**src/rtl/exu_pkg.sv**
```systemverilog
// Shared encodings for the decode stage and the EXU: ALU control, operand-B select,
// branch codes, and the registered EXU result payload.
package exu_pkg;

  localparam int EXU_XLEN = 32;

  // ALU control. Bit 3 selects the unsigned comparison and the sub/arith variants.
  localparam logic [3:0] ALU_ADD  = 4'b0000;
  localparam logic [3:0] ALU_SLL  = 4'b0001;
  localparam logic [3:0] ALU_SLT  = 4'b0010;
  localparam logic [3:0] ALU_XOR  = 4'b0100;
  localparam logic [3:0] ALU_SRL  = 4'b0101;
  localparam logic [3:0] ALU_OR   = 4'b0110;
  localparam logic [3:0] ALU_AND  = 4'b0111;
  localparam logic [3:0] ALU_SUB  = 4'b1000;
  localparam logic [3:0] ALU_SLTU = 4'b1010;
  localparam logic [3:0] ALU_SRA  = 4'b1101;

  localparam logic [1:0] BSRC_SRC2 = 2'b00;
  localparam logic [1:0] BSRC_IMM  = 2'b01;
  localparam logic [1:0] BSRC_FOUR = 2'b10;

  localparam logic [2:0] BR_NONE = 3'b000;
  localparam logic [2:0] BR_JAL  = 3'b001;
  localparam logic [2:0] BR_JALR = 3'b010;
  localparam logic [2:0] BR_BEQ  = 3'b100;
  localparam logic [2:0] BR_BNE  = 3'b101;
  localparam logic [2:0] BR_BLT  = 3'b110;
  localparam logic [2:0] BR_BGE  = 3'b111;

  typedef struct packed {
    logic [EXU_XLEN-1:0] result;
    logic [4:0]          rd;
    logic                wen;
    logic [EXU_XLEN-1:0] next_pc;
    logic                redirect;
    logic                misalign;
  } exu_out_t;

endpackage

```
**src/rtl/exu_alu.sv**
```systemverilog
// Team ALU: one result plus compare flags. zero means A == B, less is A < B with
// signedness taken from ctr[3] (1 = unsigned).
module exu_alu
  import exu_pkg::*;
#(
  parameter int XLEN = 32
) (
  input  logic [3:0]      alu_ctr_i,
  input  logic [XLEN-1:0] a_i,
  input  logic [XLEN-1:0] b_i,
  output logic [XLEN-1:0] result_o,
  output logic            zero_o,
  output logic            less_o
);

  localparam int SHW = $clog2(XLEN);

  logic [SHW-1:0] shamt;

  assign shamt  = b_i[SHW-1:0];
  assign zero_o = (a_i == b_i);
  assign less_o = alu_ctr_i[3] ? (a_i < b_i) : ($signed(a_i) < $signed(b_i));

  always_comb begin
    case (alu_ctr_i)
      ALU_ADD:           result_o = a_i + b_i;
      ALU_SUB:           result_o = a_i - b_i;
      ALU_SLL:           result_o = a_i << shamt;
      ALU_SLT, ALU_SLTU: result_o = {{(XLEN-1){1'b0}}, less_o};
      ALU_XOR:           result_o = a_i ^ b_i;
      ALU_SRL:           result_o = a_i >> shamt;
      ALU_SRA:           result_o = $unsigned($signed(a_i) >>> shamt);
      ALU_OR:            result_o = a_i | b_i;
      ALU_AND:           result_o = a_i & b_i;
      default:           result_o = a_i + b_i;
    endcase
  end

endmodule

```
**src/rtl/exu.sv**
```systemverilog
// Execute stage: operand muxing, ALU, branch resolution and a one-entry
// valid/ready output register with full 1-per-cycle throughput.
module exu
  import exu_pkg::*;
#(
  parameter int XLEN = 32
) (
  input  logic            clk,
  input  logic            rst_n,
  input  logic            in_valid,
  output logic            in_ready,
  input  logic [XLEN-1:0] in_pc,
  input  logic [XLEN-1:0] in_src1,
  input  logic [XLEN-1:0] in_src2,
  input  logic [XLEN-1:0] in_imm,
  input  logic [3:0]      in_alu_ctr,
  input  logic            in_asrc,
  input  logic [1:0]      in_bsrc,
  input  logic [2:0]      in_branch,
  input  logic [4:0]      in_rd,
  input  logic            in_wen,
  output logic            out_valid,
  input  logic            out_ready,
  output logic [XLEN-1:0] out_result,
  output logic [4:0]      out_rd,
  output logic            out_wen,
  output logic [XLEN-1:0] out_next_pc,
  output logic            out_redirect,
  output logic            out_misalign
);

  localparam logic [0:0] ST_EMPTY = 1'b0;
  localparam logic [0:0] ST_FULL  = 1'b1;

  logic [0:0]      state_q, state_d;
  exu_out_t        out_q, out_d;
  logic [XLEN-1:0] alu_a, alu_b, alu_result;
  logic            alu_zero, alu_less;
  logic            taken, misalign, xfer_in;
  logic [XLEN-1:0] tgt_base, tgt_sum, target, seq_pc;

  assign alu_a = in_asrc ? in_pc : in_src1;

  always_comb begin
    case (in_bsrc)
      BSRC_SRC2: alu_b = in_src2;
      BSRC_IMM:  alu_b = in_imm;
      BSRC_FOUR: alu_b = XLEN'(4);
      default:   alu_b = in_src2;
    endcase
  end

  exu_alu #(.XLEN(XLEN)) u_alu (
    .alu_ctr_i(in_alu_ctr),
    .a_i      (alu_a),
    .b_i      (alu_b),
    .result_o (alu_result),
    .zero_o   (alu_zero),
    .less_o   (alu_less)
  );

  always_comb begin
    case (in_branch)
      BR_NONE:         taken = 1'b0;
      BR_JAL, BR_JALR: taken = 1'b1;
      BR_BEQ:          taken = alu_zero;
      BR_BNE:          taken = !alu_zero;
      BR_BLT:          taken = alu_less;
      BR_BGE:          taken = !alu_less;
      default:         taken = 1'b0;
    endcase
  end

  // Target adder is separate from the ALU so the link value (pc+4) and target coexist.
  assign tgt_base = (in_branch == BR_JALR) ? in_src1 : in_pc;
  assign tgt_sum  = tgt_base + in_imm;
  assign target   = (in_branch == BR_JALR) ? {tgt_sum[XLEN-1:1], 1'b0} : tgt_sum;
  assign seq_pc   = in_pc + XLEN'(4);
  assign misalign = taken && (target[1:0] != 2'b00);

  assign out_valid = (state_q == ST_FULL);
  assign in_ready  = !out_valid || out_ready;
  assign xfer_in   = in_valid && in_ready;

  always_comb begin
    state_d = state_q;
    if (xfer_in) begin
      state_d = ST_FULL;
    end else if (out_ready) begin
      state_d = ST_EMPTY;
    end
  end

  always_comb begin
    out_d = out_q;
    if (xfer_in) begin
      out_d.result   = alu_result;
      out_d.rd       = in_rd;
      out_d.wen      = in_wen && !misalign;
      out_d.next_pc  = taken ? target : seq_pc;
      out_d.redirect = taken;
      out_d.misalign = misalign;
    end
  end

  always_ff @(posedge clk or negedge rst_n) begin
    if (!rst_n) begin
      state_q <= ST_EMPTY;
      out_q   <= '0;
    end else begin
      state_q <= state_d;
      out_q   <= out_d;
    end
  end

  assign out_result   = out_q.result;
  assign out_rd       = out_q.rd;
  assign out_wen      = out_q.wen;
  assign out_next_pc  = out_q.next_pc;
  assign out_redirect = out_q.redirect;
  assign out_misalign = out_q.misalign;

endmodule

```
**config.mk**
```make
export PLATFORM = sky130hd
export DESIGN_NAME = exu
export DESIGN_NICKNAME = d
export VERILOG_FILES = /design/src/rtl/exu_pkg.sv /design/src/rtl/exu_alu.sv /design/src/rtl/exu.sv
export SDC_FILE = /design/constraint.sdc
export NUM_CORES = 1
export LEC_CHECK = 0
export ABC_AREA = 1
export CAP_MARGIN = 20
export CORE_MARGIN = 3
export CORE_UTILIZATION = 26
export CTS_BUF_LIST = sky130_fd_sc_hd__clkbuf_8 sky130_fd_sc_hd__clkbuf_16
export DETAILED_ROUTE_END_ITERATION = 16
export GPL_ROUTABILITY_DRIVEN = 0
export PLACE_DENSITY = 0.54
export RECOVER_POWER = 25
export SLEW_MARGIN = 15
export SYNTH_ARGS = -nofsm -noshare
export SYNTH_HDL_FRONTEND = slang
export SYNTH_SLANG_ARGS = --single-unit
```
**constraint.sdc**
```tcl
create_clock -name clk -period 1.3 [get_ports clk]
set_input_delay 0.26 -clock clk [delete_from_list [all_inputs] [get_ports clk]]
set_output_delay 0.26 -clock clk [all_outputs]
set_load 0.03 [all_outputs]
```
# --- After elaboration in Yosys (flattened, before gate mapping) ---
# Index checks and enable logic that the tools add are counted.
word_totals:
  ff_bits: 73
  inputBits: 148
op_classes:
  addsub: 4
  order_cmp: 2
  eq_ne: 18
  shift: 3
  mux: 10
  bitwise: 3
  n_reduce_logical: 12
op_table:
  columns: ["op", "count"]
  rows:
  - ["$pmux 32 s8", 1]
  - ["$mux 32", 3]
  - ["$add 32x32->32", 2]
  - ["$lt 32x32->1", 2]
  - ["$pmux 32 s2", 1]
  - ["$add 32x3->32 const B", 1]
  - ["$and 32x32->32", 1]
  - ["$eq 32x32->1", 1]
  - ["$or 32x32->32", 1]
  - ["$shl 32x5->32", 1]
  - ["$shr 32x5->32", 1]
  - ["$sshr 32x5->32", 1]
  - ["$sub 32x32->32", 1]
  - ["$xor 32x32->32", 1]
  - ["$eq 4x3->1 const B", 4]
  - ["$eq 3x3->1 const B", 4]
  - ["$eq 4x4->1 const B", 3]
  - ["$pmux 1 s5", 1]
  - ["$eq 4x1->1 const B", 1]
  - ["$eq 4x2->1 const B", 1]
  - ["$logic_not 1->1", 4]
  - ["$mux 1", 4]
  - ["$reduce_bool 2->1", 2]
  - ["$reduce_or 2->1", 2]
  - ["6 further kinds", 8]

# --- Depth between registers and ports, before layout ---
# Gate-level depths: netlist of run 1.
logic_depth:
  word_depth: 9
  ltp_mapped: 30

# --- Modules after synthesis ---
# From an unflattened synthesis of run 1, not the netlist that was laid out.
unflattened:
  cells_unflattened: 3261
  area_unflattened_um2: 17076.4
by_module_without_submodules:
  columns: ["mod", "instances", "cells_each", "area_each_um2"]
  rows:
  - ["exu_alu", 1, 2000, 9740.6]
  - ["exu", 1, 1261, 7335.8]

# --- Worst setup path after synthesis of run 1 ---
# Ideal clock, no wire load.
synth_path:
  kind: "input -> register"
  startpoint: "input port in_bsrc[0]"
  endpoint: "register out_q (netlist bit out_next_pc[11])"
  setup_ns: 0.118
  arrival_time_ns: 3.413
  required_time_ns: 1.182
  setup_slack_ns: -2.231
  stages: 27
  path_cell_list: "inv_1 > ha_1 > buf_2 > buf_1 > a22oi_2 > buf_2 > buf_2 > ha_1 > buf_2 > a21oi_1 > nand2_1 > nand2_1 > nand2_1 > nand2_1 > nand2_2 > nand2_1 > nand2_1 > nand2_1 > nand2_1 > nand2_2 > nand3_1 > nor2_2 > buf_6 > buf_6 > nand2_1 > nand3_1 > nand2_1"
synth_between:
  elab_chain_len: 7
  word_cells_on_any_way: 11
  classes_between: "2 x order compare; 3 x eq/ne; 4 x mux; 2 x reduce/logical"
synth_rtl:
  columns: ["element", "line", "text"]
  rows:
  - ["from (decl)", "exu.sv:18", "input logic [1:0] in_bsrc,"]
  - ["$eq 2x2->1 or $eq 2x1->1 (tied branches)", "exu.sv:45", "case (in_bsrc)"]
  - ["$pmux 32 s2 *", "exu.sv:45", null]
  - ["$lt 32x32->1", "exu_alu.sv:22", "assign less_o = alu_ctr_i[3] ? (a_i < b_i) : ($signed(a_i) < $signed(b_i));"]
  - ["$mux 1", "exu_alu.sv:22", null]
  - ["$logic_not 1->1", "exu.sv:69", "BR_BGE: taken = !alu_less;"]
  - ["$pmux 1 s5 *", "exu.sv:63", "case (in_branch)"]
  - ["$mux 32 *", "exu.sv:100", "out_d.next_pc = taken ? target : seq_pc;"]
  - ["to (signal assigned)", "exu.sv:112", "out_q <= out_d;"]
  - ["to (decl)", "exu.sv:36", "exu_out_t out_q, out_d;"]
# Mark *: on every way between the ends. The rest lies on a longest branch, timed or not.
# A chain may end at the register's enable or synchronous reset.

# --- Final worst setup path of run 1 ---
layout_path:
  startpoint: "input port in_bsrc[1]"
  endpoint: "register out_q (netlist bit out_next_pc[10])"
# The elaborated chain is that of the path after synthesis.

==> flow_summary_export.csv, run 1 <==
group,metric,value,unit
sta,tightestPinTransition,0.736,ns
outcome,status,"complete, but fails checks",
logic_synthesis,synth_top_family_by_area,"simple AND/OR/NAND/NOR gates",
sta,post-route-min-period,3.25,ns
setup_path,critPathMaxStageDelay,0.29,ns
place,placed_cells,4589,
cts,cts.path.max_buffers,2,
pwr,p_leak,0.0149,µW
routing,drt_wl_total,98300,µm
routing,routed_via_density,5.23,
job,cap_violations,0,
setup_path,r2r_cells,7,
floorplanning,die_h,255,µm
routing,drc_errors,0,
logic_synthesis,synth_seq_area_share,11.4,%
sta,timing.fmax,308,MHz
sta,tns,-115.92,ns
sta,finalWorstSetupSlack,-1.95,ns
cts,clkTransAtPathRegs,0.07,ns
sta,slew_headroom,50.4,%
setup_path,cp-startpoint,"in_bsrc[1]",
routing,final_antenna_net_count,0,
logic_synthesis,netlist_instances,2963,
floorplanning,die_w,255,µm
cts,cts_buffers,9,
global_routing,grt_overflow,0,
sta,finalCritPeriodShare,250,%
min_path,worstHoldPathType,"input port to flop",
logic_synthesis,yosysWarnings,0,
setup_path,r2r_end,"out_result[5]$_DFFE_PN0P_",
global_routing,grt_usage,28.1,%
layout,syn2layout_area_growth,87.0,%
logic_synthesis,ys_types,48,
logic_synthesis,synth_seq_cells,73,
floorplanning,die-area,64800,µm²
setup_path,worstPathRequired,1.57,ns
place,port_buffers,221,
logic_synthesis,synth-simple-area-share,44.4,%
global_routing,grt_antenna_before_repair,2,
cts,cts_num_sinks,73,
logic_synthesis,synth_compound_area_share,18.3,%
setup_path,cp_slowest_cell,"ha_4",
routing,vias,24800,
global_routing,grt_pass1_vias,23000,
setup_path,reg2reg_setup_slack,-0.13,ns
global_routing,grt_first_pass_wirelength,138000,µm
layout,fin_cells,4731,
outcome,failed_checks,"setup timing",
place,dp_hpwl,76900,µm
logic_synthesis,synth_xor_area_share,3.16,%
floorplanning,ios,222,
pwr,power_density,914,nW/µm²
setup_path,r2r-start,"out_valid$_DFFE_PN0P_",
sta,setup_viol,68,
layout,drive_gt1_share,41.7,%
cts,clk_latency,0.39,ns
setup_path,critPathLaunchType,"input port",
routing,wire_per_inst,20.8,µm
setup_path,arrival,3.52,ns
logic_synthesis,synth.area.top_cells,"nand2_1 (22%), nand3_1 (12%), dfrtp_1 (11%), ha_1 (10%), inv_1 (7.8%)",
sta,rsz0062_at_grt,"yes",
pwr,peakVddDrop,714,µV
sta,clock-skew-final,0.0200,ns
floorplanning,row_count,90,
layout,nets,4225,
setup_path,crit_end,"out_next_pc[10]$_DFFE_PN0P_",
sta,drv_slew,0,
setup_path,cp_max_fo,9,
setup_path,cp-end-kind,"flop",
logic_synthesis,synthAdderAreaFrac,10.6,%
routing,drt_iter0_markers,2616,
logic_synthesis,syn_area,16100,µm²
cts,htreeDepth,3,
cts,cts_tree,"built",
logic_synthesis,syn_area_per_cell,5.42,µm²
setup_path,worst-setup-path-type,"input port to flop",
logic_synthesis,synth_largest_area_cell,"nand2_1",
layout,finalCoreUtilization,49.5,%
global_routing,grt_max_degree,75,
floorplanning,coreArea,60700,µm²
sta,whs,0.313,ns
sta,hold_violations,0,
logic_synthesis,synthMuxAreaShare,0,%
logic_synthesis,syn_nets,3245,
routing,drt_first_pass_iters,6,
logic_synthesis,synth_top_area_share,21.7,%
cts,cts_root_buf,"clkbuf_16",
floorplanning,initial_core_util,26.5,%
## logic make-up after synthesis
family	after synthesis
xor+xnor	58
flops	73
simple gates	1690
fa+ha+maj	134
compound gates	513
buf+inv	495
## Yosys cell counts (all sizes together)
cell and count:
nor3 31, o221ai 1, nand4 33, o22ai 8, clkinv 2, dfrtp 73, a21boi 6, nor2 256
o2111ai 3, o211ai 25, ha 131, o21ai 200, xnor2 9, nand3 396, nand2 934, or2 12
a211oi 1, inv 363, a21oi 179, and2 8, a21o 10, o31ai 3, a22oi 27, xor2 49
and3 1, o21a 6, o21bai 18, nor4 7, fa 3, a31oi 7, nand3b 12, buf 80
a221oi 19, clkbuf 50
## what timing repair did
item                       4_1_cts  5_1_grt
pin swaps                      153      220
gates resized for setup        487      470
setup buffers                   64       74
hold buffers                     1        0
gates cloned                     9       10
setup endpoints to repair       78       81
hold endpoints to repair        16        0
## routing by layer
metal  wire, µm  part of all wire [%]  up-vias  GRT usage [%]
li1           -                     -    11700              -
met3       9810                    10      302           5.37
met4       5480                   5.6        2           11.5
met2      43300                    44     1263           45.1
met5         17                 0.017        -              0
met1      39700                    40    11500           37.2
## metrics by stage
step                      total power, µW  cell area (µm²)  setup WS [ns]
final                               27500            30000          -1.95
after global routing                28800            30000          -2.04
after CTS                           25000            27800          -1.89
after detailed placement            19900            25100          -3.00
after global placement              19900            25100          -2.97
after floorplan                     11400            16600          -1.88
## power breakdown
group          total [µW]  leakage [µW]  internal [µW]  switching (µW)
logic               21300        0.0138           9340           11900
clock network        2880      0.000154           1540            1350
registers            3290      0.000875           2790             497
total               27500        0.0149          13700           13800
## flip-flops by register name, summed over array words and instances, names as in the netlist
signal        flops
out_rd            5
out_result       32
out_next_pc      32
out_valid         1
out_misalign      1
out_redirect      1
out_wen           1
## area by class of cell
cell class | count | area [µm²]
inverter | 365 | 1460
fill | 5914 | 30700
multi-input combinational | 2395 | 15400
clock inverter | 7 | 87.6
timing repair buffer | 1099 | 10000
clock buffer | 9 | 225
antenna | 1 | 2.50
tap | 782 | 978
sequential | 73 | 1840
## worst min path at each step
stage	startpoint	endpoint	slack, ns	cells after the start
final	in_pc[0]	out_next_pc[0]$_DFFE_PN0P_	0.31	3
after detailed placement	rst_n	out_next_pc[7]$_DFFE_PN0P_	0.18	1
after global placement	rst_n	out_next_pc[6]$_DFFE_PN0P_	0.18	1
after global routing	in_pc[0]	out_next_pc[0]$_DFFE_PN0P_	0.31	3
after floorplan	rst_n	out_misalign$_DFFE_PN0P_	-0.04	0
after CTS	in_pc[0]	out_next_pc[0]$_DFFE_PN0P_	0.30	3
## cell usage in the layout, fill, tap and decap left out, drive strengths merged, types with 19 or more instances in the layout
master / n
o211ai: 25
buf: 943
nand2: 934
a22oi: 27
nor3: 31
nand3: 396
clkbuf: 21
a221oi: 19
dfrtp: 73
inv: 358
xor2: 49
a21oi: 179
nand4: 33
clkdlybuf4s50: 136
o21ai: 200
ha: 131
nor2: 256
## critical path, delay by kind of cell
kind            cells  cell delay (ns)
fa+ha+maj           2             0.54
simple gates       15             1.02
buf+inv            10             1.21
compound gates      2             0.46
No activity file was read; power rests on OpenSTA's default activity.
==> run 2, diff against run 1 <==
- PLACE_DENSITY: 0.54 -> 0.53
- clock period: 1.3 -> 4 ns (I/O delays scaled with it)
==> run 2 against run 1 <==
Net effect: the flow finishes with violations (capacitance limit, slew limit); wire length is 7.7% lower; total power is 73% lower; sequential share of layout area is 1.4 points higher; critical path type unchanged.
==> flow_summary_export.csv, run 2 (synthesis results as in run 1) <==
group,metric,value,unit
outcome,status,"complete, but fails checks",
outcome,failed_checks,"capacitance limit, slew limit",
layout,layout_commonest_cell,"nand2_1",
routing,drt_first_pass_iters,6,
floorplanning,row_count,90,
setup_path,critPathLaunchType,"input port",
sta,drv_slew,66,
sta,tightestPinTransition,1.97,ns
layout,nets,3978,
global_routing,grt_pass1_vias,21500,
layout,drive_gt1_share,21.5,%
floorplanning,coreArea,60700,µm²
job,cap_violations,1,
floorplanning,die_w,255,µm
setup_path,arrival,4.09,ns
cts,cts_tree,"built",
setup_path,worstPathRequired,4.25,ns
floorplanning,initial_core_util,26.5,%
sta,timing.fmax,260,MHz
place,dp_hpwl,76200,µm
min_path,worstHoldPathType,"flop to flop",
sta,post-route-min-period,3.84,ns
routing,vias,23000,
sta,clock-skew-final,0.0102,ns
cts,clk_latency,0.36,ns
cts,cts_root_buf,"clkbuf_16",
routing,drt_wl_total,90800,µm
floorplanning,die_h,255,µm
layout,syn2layout_area_growth,52.3,%
layout,final_cell_mix,"nand2_1 (917), buf_4 (611), nand3_1 (393)",
setup_path,cp_max_fo,23,
pwr,power,7470,µW
floorplanning,die-area,64800,µm²
pwr,power_density,306,nW/µm²
sta,tns,0,ns
place,placed_cells,4454,
layout,fin_cells,4486,
place,dpl_worst_slack,-0.905,ns
global_routing,grt_first_pass_wirelength,131000,µm
pwr,p_leak,0.0126,µW
routing,drt_iter0_markers,2297,
sta,finalCritPeriodShare,96.0,%
sta,slew_headroom,-31.3,%
sta,whs,0.482,ns
cts,ctsHoldBuffers,0,
cts,cts_num_sinks,73,
setup_path,worst-setup-path-type,"input port to flop",
cts,cts_buffers,9,
routing,drc_errors,0,
place,port_buffers,221,
floorplanning,ios,222,
setup_path,r2r_cells,9,
routing,wire_per_inst,20.2,µm
cts,cts.path.max_buffers,2,
routing,routed_via_density,5.12,
cts,clkTransAtPathRegs,0.07,ns
pwr,peakVddDrop,209,µV
sta,setup_viol,0,
global_routing,grt_antenna_before_repair,1,
sta,hold_violations,0,
sta,finalWorstSetupSlack,0.160,ns
cts,htreeDepth,3,
min_path,holdPathStages,2,
routing,final_antenna_net_count,0,
setup_path,cp-end-kind,"flop",
global_routing,grt_usage,27.0,%
global_routing,grt_overflow,0,
global_routing,grt_max_degree,75,
==> run 2: area by class of cell <==
cell class | count | area (µm²)
diodes | 3 | 7.51
clock buffers | 9 | 225
clock inverters | 7 | 126
fillers | 6674 | 36200
inverters | 365 | 1370
multi-input cells | 2395 | 12700
flip-flops and latches | 73 | 1830
well taps | 782 | 978
repair buffers | 852 | 7200
==> run 2: worst max-delay path: stages <==
cell and delay (ns):
buf_2 0.13, ha_4 0.25, buf_4 0.14, buf_12 0.15
a22oi_1 0.27, buf_4 0.20, inv_1 0.05, ha_1 0.31
nor2_2 0.23, nand2_2 0.14, nor3_4 0.31, nand2_2 0.12
nand2_2 0.07, nand2_2 0.07, nand2_2 0.08, nand2_2 0.07
nand3_2 0.09, nor2_4 0.04, buf_12 0.15, clkbuf_16 0.16
nand2_1 0.06, nand2_1 0.04, nand2_1 0.05, nand2_1 0.05
==> run 2: path summary, 6_finish.rpt <==
| path | start | end | slack, ns |
|---|---|---|---|
| max in group asynchronous | rst_n | out_result[12]$_DFFE_PN0P_ | 1.84 |
| worst min register to register | out_next_pc[31]$_DFFE_PN0P_ | out_next_pc[31]$_DFFE_PN0P_ | 0.48 |
| min in group asynchronous | rst_n | out_next_pc[9]$_DFFE_PN0P_ | 0.99 |
| worst max register to register | out_valid$_DFFE_PN0P_ | out_result[6]$_DFFE_PN0P_ | 2.18 |
| worst min-delay path | out_next_pc[31]$_DFFE_PN0P_ | out_next_pc[31]$_DFFE_PN0P_ | 0.48 |
| worst max-delay path | in_bsrc[1] | out_next_pc[13]$_DFFE_PN0P_ | 0.16 |
==> run 2: per-stage QoR <==
step                      cell area, µm²  utilization [%]
after floorplan                    16100                -
after global placement             23500             38.7
after detailed placement           23500             38.7
after CTS                          24100             39.8
after global routing               24500             40.3
final                              24500             40.3
==> run 2: what timing repair did <==
action                                  CTS  global route
resized for setup                        48            61
endpoints found under the hold margin     0             0
gates cloned                              3             1
setup buffers                             6             3
pin swaps                                 9            17
endpoints found under the setup margin   60            60
==> run 2: where the power goes <==
group	leakage (µW)	internal (µW)	switching, µW
logic	0.0116	2260	3150
registers	0.000883	905	139
clock network	0.000168	619	406
==> run 2: routing by layer <==
layer / part of all wire [%] / track usage (%) / vias up
li1: - / - / 11200
met1: 42 / 35.3 / 10600
met2: 43 / 41.4 / 1061
met3: 9.9 / 6.72 / 193
met4: 5.6 / 13.5 / 0
met5: 0 / 0 / -
